==> src/rtl/mp_mac_accumulator.sv <==
// Accumulates four 8-bit partial products per beat (QUAD lanes, or one recombined 8x8 lane in OCTO).
// Latency: a last beat accepted at edge E presents its result (out_valid) after edge E+2.
// Backpressure: in_ready is low in FLUSH/HOLD; the result is held until out_ready, then the lanes clear.
module mp_mac_accumulator #(
    parameter int ACC_W = 24
) (
    input  logic                 clk,
    input  logic                 rst,
    input  logic                 mode,
    input  logic                 in_valid,
    output logic                 in_ready,
    input  logic                 in_last,
    input  logic [7:0]           pp0,
    input  logic [7:0]           pp1,
    input  logic [7:0]           pp2,
    input  logic [7:0]           pp3,
    output logic                 out_valid,
    input  logic                 out_ready,
    output logic [4*ACC_W-1:0]   out_acc,
    output logic                 out_mode,
    output logic [3:0]           out_ovf
);

    typedef enum logic [1:0] {RUN, FLUSH, HOLD} state_t;

    state_t          state;
    logic            seq_active;
    logic            mode_q;
    logic            eff_mode;
    logic            accept;
    logic            release_hold;
    logic [15:0]     p_d   [4];
    logic [15:0]     p_q   [4];
    logic            s1_vld;
    logic            s1_last;
    logic [ACC_W-1:0] acc  [4];
    logic [ACC_W:0]  sum   [4];
    logic [3:0]      ovf;

    assign in_ready     = (state == RUN);
    assign accept       = in_valid & in_ready;
    // Mode is only sampled on the opening beat; later beats reuse the latched value.
    assign eff_mode     = seq_active ? mode_q : mode;
    assign release_hold = (state == HOLD) & out_valid & out_ready;
    assign out_mode     = mode_q;
    assign out_ovf      = ovf;

    // Stage-1 operand formation: zero-extend lanes, or recombine the four 4x4 products into 8x8.
    always_comb begin
        for (int i = 0; i < 4; i++) p_d[i] = 16'd0;
        if (eff_mode) begin
            p_d[0] = {8'd0, pp0} + {4'd0, pp1, 4'd0} + {4'd0, pp2, 4'd0} + {pp3, 8'd0};
        end else begin
            p_d[0] = {8'd0, pp0};
            p_d[1] = {8'd0, pp1};
            p_d[2] = {8'd0, pp2};
            p_d[3] = {8'd0, pp3};
        end
    end

    // Stage-2 adders, one bit wider than the accumulator so the carry-out flags saturation.
    always_comb begin
        for (int i = 0; i < 4; i++)
            sum[i] = {1'b0, acc[i]} + {{(ACC_W-15){1'b0}}, p_q[i]};
    end

    // Lane view of the accumulator registers.
    always_comb begin
        out_acc = '0;
        for (int i = 0; i < 4; i++) out_acc[i*ACC_W +: ACC_W] = acc[i];
    end

    // Stage-1 pipeline register, loaded on every accepted beat.
    always_ff @(posedge clk or posedge rst) begin
        if (rst) begin
            s1_vld  <= 1'b0;
            s1_last <= 1'b0;
            for (int i = 0; i < 4; i++) p_q[i] <= 16'd0;
        end else begin
            s1_vld  <= accept;
            s1_last <= accept & in_last;
            if (accept) begin
                for (int i = 0; i < 4; i++) p_q[i] <= p_d[i];
            end
        end
    end

    // Stage-2 saturating accumulate with sticky per-lane overflow; cleared when the result is taken.
    always_ff @(posedge clk or posedge rst) begin
        if (rst) begin
            ovf <= 4'd0;
            for (int i = 0; i < 4; i++) acc[i] <= '0;
        end else if (release_hold) begin
            ovf <= 4'd0;
            for (int i = 0; i < 4; i++) acc[i] <= '0;
        end else if (s1_vld) begin
            for (int i = 0; i < 4; i++) begin
                if (sum[i][ACC_W]) begin
                    acc[i] <= {ACC_W{1'b1}};
                    ovf[i] <= 1'b1;
                end else begin
                    acc[i] <= sum[i][ACC_W-1:0];
                end
            end
        end
    end

    // Sequence control: RUN takes beats, FLUSH drains stage 2, HOLD presents the result.
    // out_valid rises one cycle into HOLD so the presented lanes have a full settled cycle.
    always_ff @(posedge clk or posedge rst) begin
        if (rst) begin
            state      <= RUN;
            seq_active <= 1'b0;
            mode_q     <= 1'b0;
            out_valid  <= 1'b0;
        end else begin
            case (state)
                RUN: begin
                    if (accept) begin
                        if (!seq_active) begin
                            seq_active <= 1'b1;
                            mode_q     <= mode;
                        end
                        if (in_last) state <= FLUSH;
                    end
                end
                FLUSH: begin
                    if (s1_last) state <= HOLD;
                end
                HOLD: begin
                    if (!out_valid) begin
                        out_valid <= 1'b1;
                    end else if (out_ready) begin
                        out_valid  <= 1'b0;
                        seq_active <= 1'b0;
                        state      <= RUN;
                    end
                end
                default: state <= RUN;
            endcase
        end
    end

endmodule

==> config.mk <==
export PLATFORM = sky130hd
export DESIGN_NAME = mp_mac_accumulator
export DESIGN_NICKNAME = d
export VERILOG_FILES = /design/src/rtl/mp_mac_accumulator.sv
export SDC_FILE = /design/constraint.sdc
export NUM_CORES = 1
export LEC_CHECK = 0
export CAP_MARGIN = 5
export CORE_UTILIZATION = 55
export DETAILED_ROUTE_END_ITERATION = 7
export HOLD_SLACK_MARGIN = 0.15
export PLACE_DENSITY = 0.85
export SLEW_MARGIN = 25
export SYNTH_ARGS = -nofsm -noshare
export SYNTH_HDL_FRONTEND = slang
export SYNTH_SLANG_ARGS = --single-unit
==> constraint.sdc <==
create_clock -name clk -period 6.2 [get_ports clk]
set_clock_uncertainty 0.15 [all_clocks]
set_input_delay 0.93 -clock clk [delete_from_list [all_inputs] [get_ports clk]]
set_output_delay 0.93 -clock clk [all_outputs]
set_load 0.01 [all_outputs]
==> run summary, run 1 <==
status: finished clean
R2R cell count: 6
Final nets: 1200
Yosys top cell area share: 39.92%
fill count: 1202
worst slew pin tran: 1.018 ns
largest cells by area after synthesis: dfrtp_1, ha_1, o21ai_0
Post-synth ARST share: 100.0%
Worst R2R End: out_acc[53]$_DFFE_PP0P_
max layer used: met5
post-route ant nets: 0
Metal-1 WL: 10740 um
iteration-0 DRC count of the detailed router: 630
Overflow after GRT: 0
Worst R2R Start: s1_vld$_DFF_PP0_
WP data required: 6.37 ns
RSZ-0062 raised after global routing: no
Top Ports: 141
CTS root buffer: clkbuf_16
Via density: 6.135
hold-fix buffers at CTS: 0
CP bufs+invs: 2
met2 wire len: 10760 um
commonest register cell after synthesis: dfrtp_1
Buffers on Ports: 140
Setup WS pre-CTS: 2.242 ns
Period minus WS final: 3.541 ns
sequential share of the synthesized area: 39.92%
Synth Cell Area: 9215 um2
# clock sinks: 147
Fin Setup TNS: 0 ns
Vias: 8166
Detailed Place HPWL: 16340 um
post-CTS setup buffer count: 0
worst-path fanout max: 4
Power Density: 527.2 nW/um2
most frequent cells in the layout: dfrtp_1, clkdlybuf4s50_1, o21ai_0
Mapped Cells: 984
Total GRT Usage: 27.87%
initial core utilization: 57.18%
max-slew violation count: 0
syn_area_per_cell: 9.365 um2
Most common cell on crit path: fa_1
WL/cell: 17.75 um
most common cell after layout, fill and taps aside: dfrtp_1
PnR Total Power: 5.983 mW
syn nets: 1083
Stages on worst setup path: 11
first-pass GRT wire length: 38550 um
#FFs+latches synth: 147
largest net degree at the start of global routing: 99
final WL: 23620 um
critical-path cell list: clkdlybuf4s50_1 -> fa_1 -> ha_1 -> inv_1 -> fa_1 -> nor2b_1 -> o21ai_0 -> a21oi_1 -> o2111ai_1 -> xnor2_1 -> a22o_1
post-cts gate resize count: 0
Die W: 131.4 um
H-tree Lvls: 4
Yosys cell types: 71
Synth area leader: dfrtp_1
crit end category: flop
total of max-cap violations: 0
CP delay by family, top: adder cells
met3 routed WL: 1528 um
vias in the first global route: 7604
final worst slack: 2.659 ns
Critical Path Max Stage Delay: 0.55 ns
Final Setup Violations: 0
die area: 17280 um2
hold path depth: 1
Die Span Y: 131.4 um
Clock Tree Buf Depth: 2
yosys warns: 0
CP startpoint kind: primary input
Critical Path End: p_q[63]$_DFFE_PP0P_
period utilization: 57.12%
Skew-Pair Late Insertion Delay: 0.43 ns
# rows: 46
leakage power: 4.958 nW
Peak VDD IR: 0.0003976 V
hold crit path type: reg -> reg
normalized max-slew margin: 30.16%
area delta synth->final: 23.15%
CP startpoint: pp0[5]
Max Fclk: 282.4 MHz
core area: 16120 um2
antenna violations before repair: 1
EDFF count, synth: 0
CTS tree: done
DRC violations left: 0
Initial DRT Pass Iterations: 8
Arr. time, crit path: 3.71 ns
TritonCTS Buffers: 17
Slowest-stage cell, CP: fa_1
DP Area: 10760 um2
fin area: 11350 um2
Setup Crit Path Kind: in -> reg
Fin. Hold Viols: 0
clk slew on worst S/H paths: 0.06 ns
fraction of layout cells with a size suffix above 1: 5.206%
routability-driven placement congestion ratio: 0.9119
flop2flop setup slack: 2.72 ns
## registers in the layout, indices dropped and copies added (netlist names)
| signal | flops |
|---|---|
| out_mode | 1 |
| out_ovf | 4 |
| s1_last | 1 |
| p_q | 40 |
| out_valid | 1 |
| s1_vld | 1 |
| state | 2 |
| out_acc | 96 |
| seq_active | 1 |
## worst min-delay path by stage
stage,from,end,slack (ns)
after floorplan,s1_last$_DFF_PP0_,state[0]$_DFFE_PP0P_,0.28
after global placement,s1_last$_DFF_PP0_,state[0]$_DFFE_PP0P_,0.29
after detailed placement,s1_last$_DFF_PP0_,state[0]$_DFFE_PP0P_,0.31
after CTS,s1_last$_DFF_PP0_,state[0]$_DFFE_PP0P_,0.32
after global routing,s1_last$_DFF_PP0_,state[0]$_DFFE_PP0P_,0.34
final,s1_last$_DFF_PP0_,state[0]$_DFFE_PP0P_,0.32
## kinds of logic (layout without fill, tap and decap cells)
group / Yosys count / after routing / share of synthesized area [%]
other: 0 / 1 / 0
XOR/XNOR: 57 / 57 / 5.418
AND/OR/NAND/NOR: 319 / 319 / 17.75
AO/OA/AOI/OAI: 280 / 280 / 19.95
adder cells (fa/ha/maj): 61 / 61 / 9.342
multiplexers: 37 / 37 / 4.128
flip-flops: 147 / 147 / 39.92
buffers and inverters: 83 / 213 / 3.503
## layer usage
layer	vias to the layer above	track usage, %
met3	46	5.864
met4	2	10.66
met2	303	42.95
met1	3948	38.52
li1	3867	-
met5	-	0
## area by class of cell
type | instances | area, um2 | area share [%]
Tap cell | 216 | 270.3 | 2.381
Multi-Input combinational cell | 754 | 5220 | 46.00
Timing Repair Buffer | 148 | 1461 | 12.88
Sequential cell | 147 | 3680 | 32.43
Antenna cell | 1 | 2.502 | 0.02205
Clock inverter | 8 | 73.82 | 0.6505
Clock buffer | 24 | 511.7 | 4.509
Inverter | 33 | 128.9 | 1.136
## metrics by stage
stage                     hold slack [ns]  util, %  instances
after floorplan                    0.2832        -        984
after global placement             0.2921    66.77       1298
after detailed placement           0.3085    66.77       1298
after CTS                          0.3160    70.40       1330
after global routing               0.3380    70.40       1330
final                              0.3224    70.42       1331
## cells in the mapped netlist, drive strengths merged, types with 14 or more instances
cell type,number
a22o,29
a31oi,16
or3,16
mux2i,29
ha,48
xnor2,34
nand4,18
and3,22
nand2,86
o21ai,91
nor3,20
clkbuf,38
nand3,43
a21o,14
dfrtp,147
a211oi,18
a21oi,53
inv,32
xor2,23
nor2,57
## power breakdown
| part | total [mW] | internal, mW | switching, mW | leakage, nW |
|---|---|---|---|---|
| clock | 1.01 | 0.614 | 0.399 | 0.288 |
| combinational | 3.15 | 1.53 | 1.62 | 2.90 |
| sequential | 1.82 | 1.37 | 0.452 | 1.77 |
| total | 5.98 | 3.51 | 2.48 | 4.96 |
(Power assumes the default switching activity.)
==> inputs of run 2 (changes only) <==
==> constraint.sdc (replaced) <==
create_clock -name clk -period 3.6 [get_ports clk]
set_clock_uncertainty 0.15 [all_clocks]
set_input_delay 0.54 -clock clk [delete_from_list [all_inputs] [get_ports clk]]
set_output_delay 0.54 -clock clk [all_outputs]
set_load 0.01 [all_outputs]
==> run 2 against run 1 <==
Worst setup slack worse by 2.3 ns. Sequential power grew 71%. Worst hold slack improved by 0.0043 ns. Sequential cell count is the same. Count of clock-buffer cells in the layout shrank 5. Combinational power grew 74%. Total power increased by 75%. Final cell count up 0.38%. Design area grew 0.97%. Critical path depth decreased by 4. Largest cell class unchanged.
==> run summary, run 2 (synthesis results as in run 1) <==
Top Ports: 141 (unchanged)
Min Hold Slack: 0.3267 ns (+0.004302 ns)
leakage power: 4.995 nW (+0.73%)
max FFs per register: 96 (unchanged)
hold crit path type: reg -> reg
Die W: 131.4 um (unchanged)
Skew-Pair Late Insertion Delay: 0.43 ns (about the same)
CP startpoint kind: flop
multi-input logic area: 5220 um2 (unchanged)
Initial DRT Pass Iterations: 5 (-3)
final std cells w/o fill: 1336 (+0.38%)
clk slew on worst S/H paths: 0.06 ns (about the same)
period utilization: 90.87%
Placed Instances: 1303 (+0.39%)
WL/cell: 17.81 um (+0.38%)
Power Density: 916.1 nW/um2 (+74%)
antenna violations before repair: 3 (+2)
post-CTS setup buffer count: 0 (unchanged)
vias in the first global route: 7832 (+3.0%)
Overflow after GRT: 0 (unchanged)
Total GRT Usage: 28.72% (+0.86 points)
most frequent cells in the layout: dfrtp_1, clkdlybuf4s50_1, o21ai_0
normalized max-slew margin: 41.42% (+11 points)
largest net degree at the start of global routing: 87 (-12%)
Arr. time, crit path: 3.37 ns (-0.34 ns)
Period minus WS final: 3.271 ns
Clock Tree Buf Depth: 2 (unchanged)
H-tree Lvls: 4 (unchanged)
Buffers on Ports: 140 (unchanged)
initial core utilization: 57.18% (unchanged)
DRC violations left: 0 (unchanged)
final WL: 23800 um (+0.76%)
max-slew violation count: 0 (unchanged)
most common cell after layout, fill and taps aside: dfrtp_1
CTS root buffer: clkbuf_16
post-route ant nets: 0 (unchanged)
R2R cell count: 7 (+1)
Worst R2R End: out_acc[24]$_DFFE_PP0P_
WHS Endpoint: out_ovf[0]$_DFFE_PP0P_
Detailed Place HPWL: 16820 um (+3.0%)
hold path depth: 2 (+1)
first-pass GRT wire length: 40020 um (+3.8%)
flop2flop setup slack: 0.33 ns (-2.39 ns)
Die Span Y: 131.4 um (unchanged)
Fin Setup TNS: 0 ns (unchanged)
# clock sinks: 147 (unchanged)
Final nets: 1205 (+0.42%)
CTS tree: done
total of max-cap violations: 0 (unchanged)
routability-driven placement congestion ratio: 0.9123 (about the same)
RSZ-0062 raised after global routing: no
TritonCTS Buffers: 17 (unchanged)
area delta synth->final: 24.34%
worst slew pin tran: 0.8761 ns (-0.1424 ns)
register area: 3680 um2 (unchanged)
Setup Crit Path Kind: reg -> reg
hold-fix buffers at CTS: 0 (unchanged)
WP data required: 3.70 ns (-2.67 ns)
fraction of layout cells with a size suffix above 1: 5.719% (+0.51 points)
Vias: 8242 (+0.93%)
PnR Total Power: 10.50 mW (+75%)
Peak VDD IR: 0.0005649 V (+42%)
Worst R2R Start: out_acc[24]$_DFFE_PP0P_
status: finished clean
die area: 17280 um2 (unchanged)
Max Fclk: 305.7 MHz
hold path start: out_ovf[0]$_DFFE_PP0P_
Via density: 6.169 (+0.55%)
DP Area: 10820 um2 (+0.57%)
crit end category: flop
fin area: 11460 um2 (+0.97%)
# rows: 46 (unchanged)
fill count: 1230 (+2.3%)
iteration-0 DRC count of the detailed router: 664 (+5.4%)
worst-path fanout max: 19 (+15)
post-cts gate resize count: 0 (unchanged)
Fin. Hold Viols: 0 (unchanged)
core area: 16120 um2 (unchanged)
Final Setup Violations: 0 (unchanged)
-- run 2: area by class of cell --
cell class / count / area share [%]
Clock buffer: 19 / 3.953
Antenna cell: 1 / 0.02184
Multi-Input combinational cell: 754 / 45.56
Clock inverter: 13 / 1.583
Sequential cell: 147 / 32.11
Timing Repair Buffer: 153 / 13.30
Tap cell: 216 / 2.359
Inverter: 33 / 1.114
-- run 2: layer usage --
metal,vias to the layer above,track usage (%),wire (um)
li1,3882,-,-
met1,3983,38.22,10400
met2,328,45.18,11110
met3,45,7.485,1723
met4,4,10.27,540
met5,-,0,27
-- run 2: stage by stage --
step	utilization, %	setup slack [ns]
2_1_floorplan	-	0.7412
5_1_grt	71.09	0.1963
6_report	71.10	0.3286
3_3_place_gp	67.15	0.1386
4_1_cts	71.09	0.3753
3_5_place_dp	67.15	0.04784
-- run 2: worst max path at each step --
stage	slack, ns	to	depth (start not counted)	from
4_1_cts	0.38	out_acc[24]$_DFFE_PP0P_	7	out_acc[24]$_DFFE_PP0P_
6_report	0.33	out_acc[24]$_DFFE_PP0P_	7	out_acc[24]$_DFFE_PP0P_
2_1_floorplan	0.74	out_acc[67]$_DFFE_PP0P_	8	out_acc[48]$_DFFE_PP0P_
3_5_place_dp	0.05	p_q[63]$_DFFE_PP0P_	13	pp0[4]
3_3_place_gp	0.14	p_q[63]$_DFFE_PP0P_	13	pp0[4]
5_1_grt	0.20	out_acc[24]$_DFFE_PP0P_	7	out_acc[24]$_DFFE_PP0P_
-- run 2: power by group --
part | internal (mW) | switching (mW) | total (mW)
Combinational | 2.65 | 2.84 | 5.49
Clock | 1.19 | 0.705 | 1.90
Sequential | 2.35 | 0.757 | 3.11
-- run 2: critical path: stages (launching register included) --
cell,delay [ns]
dfrtp_1,0.40
ha_1,0.24
fa_1,0.42
a21o_1,0.22
a211o_1,0.34
a211o_1,0.42
nand4_1,0.66
o21ai_0,0.24
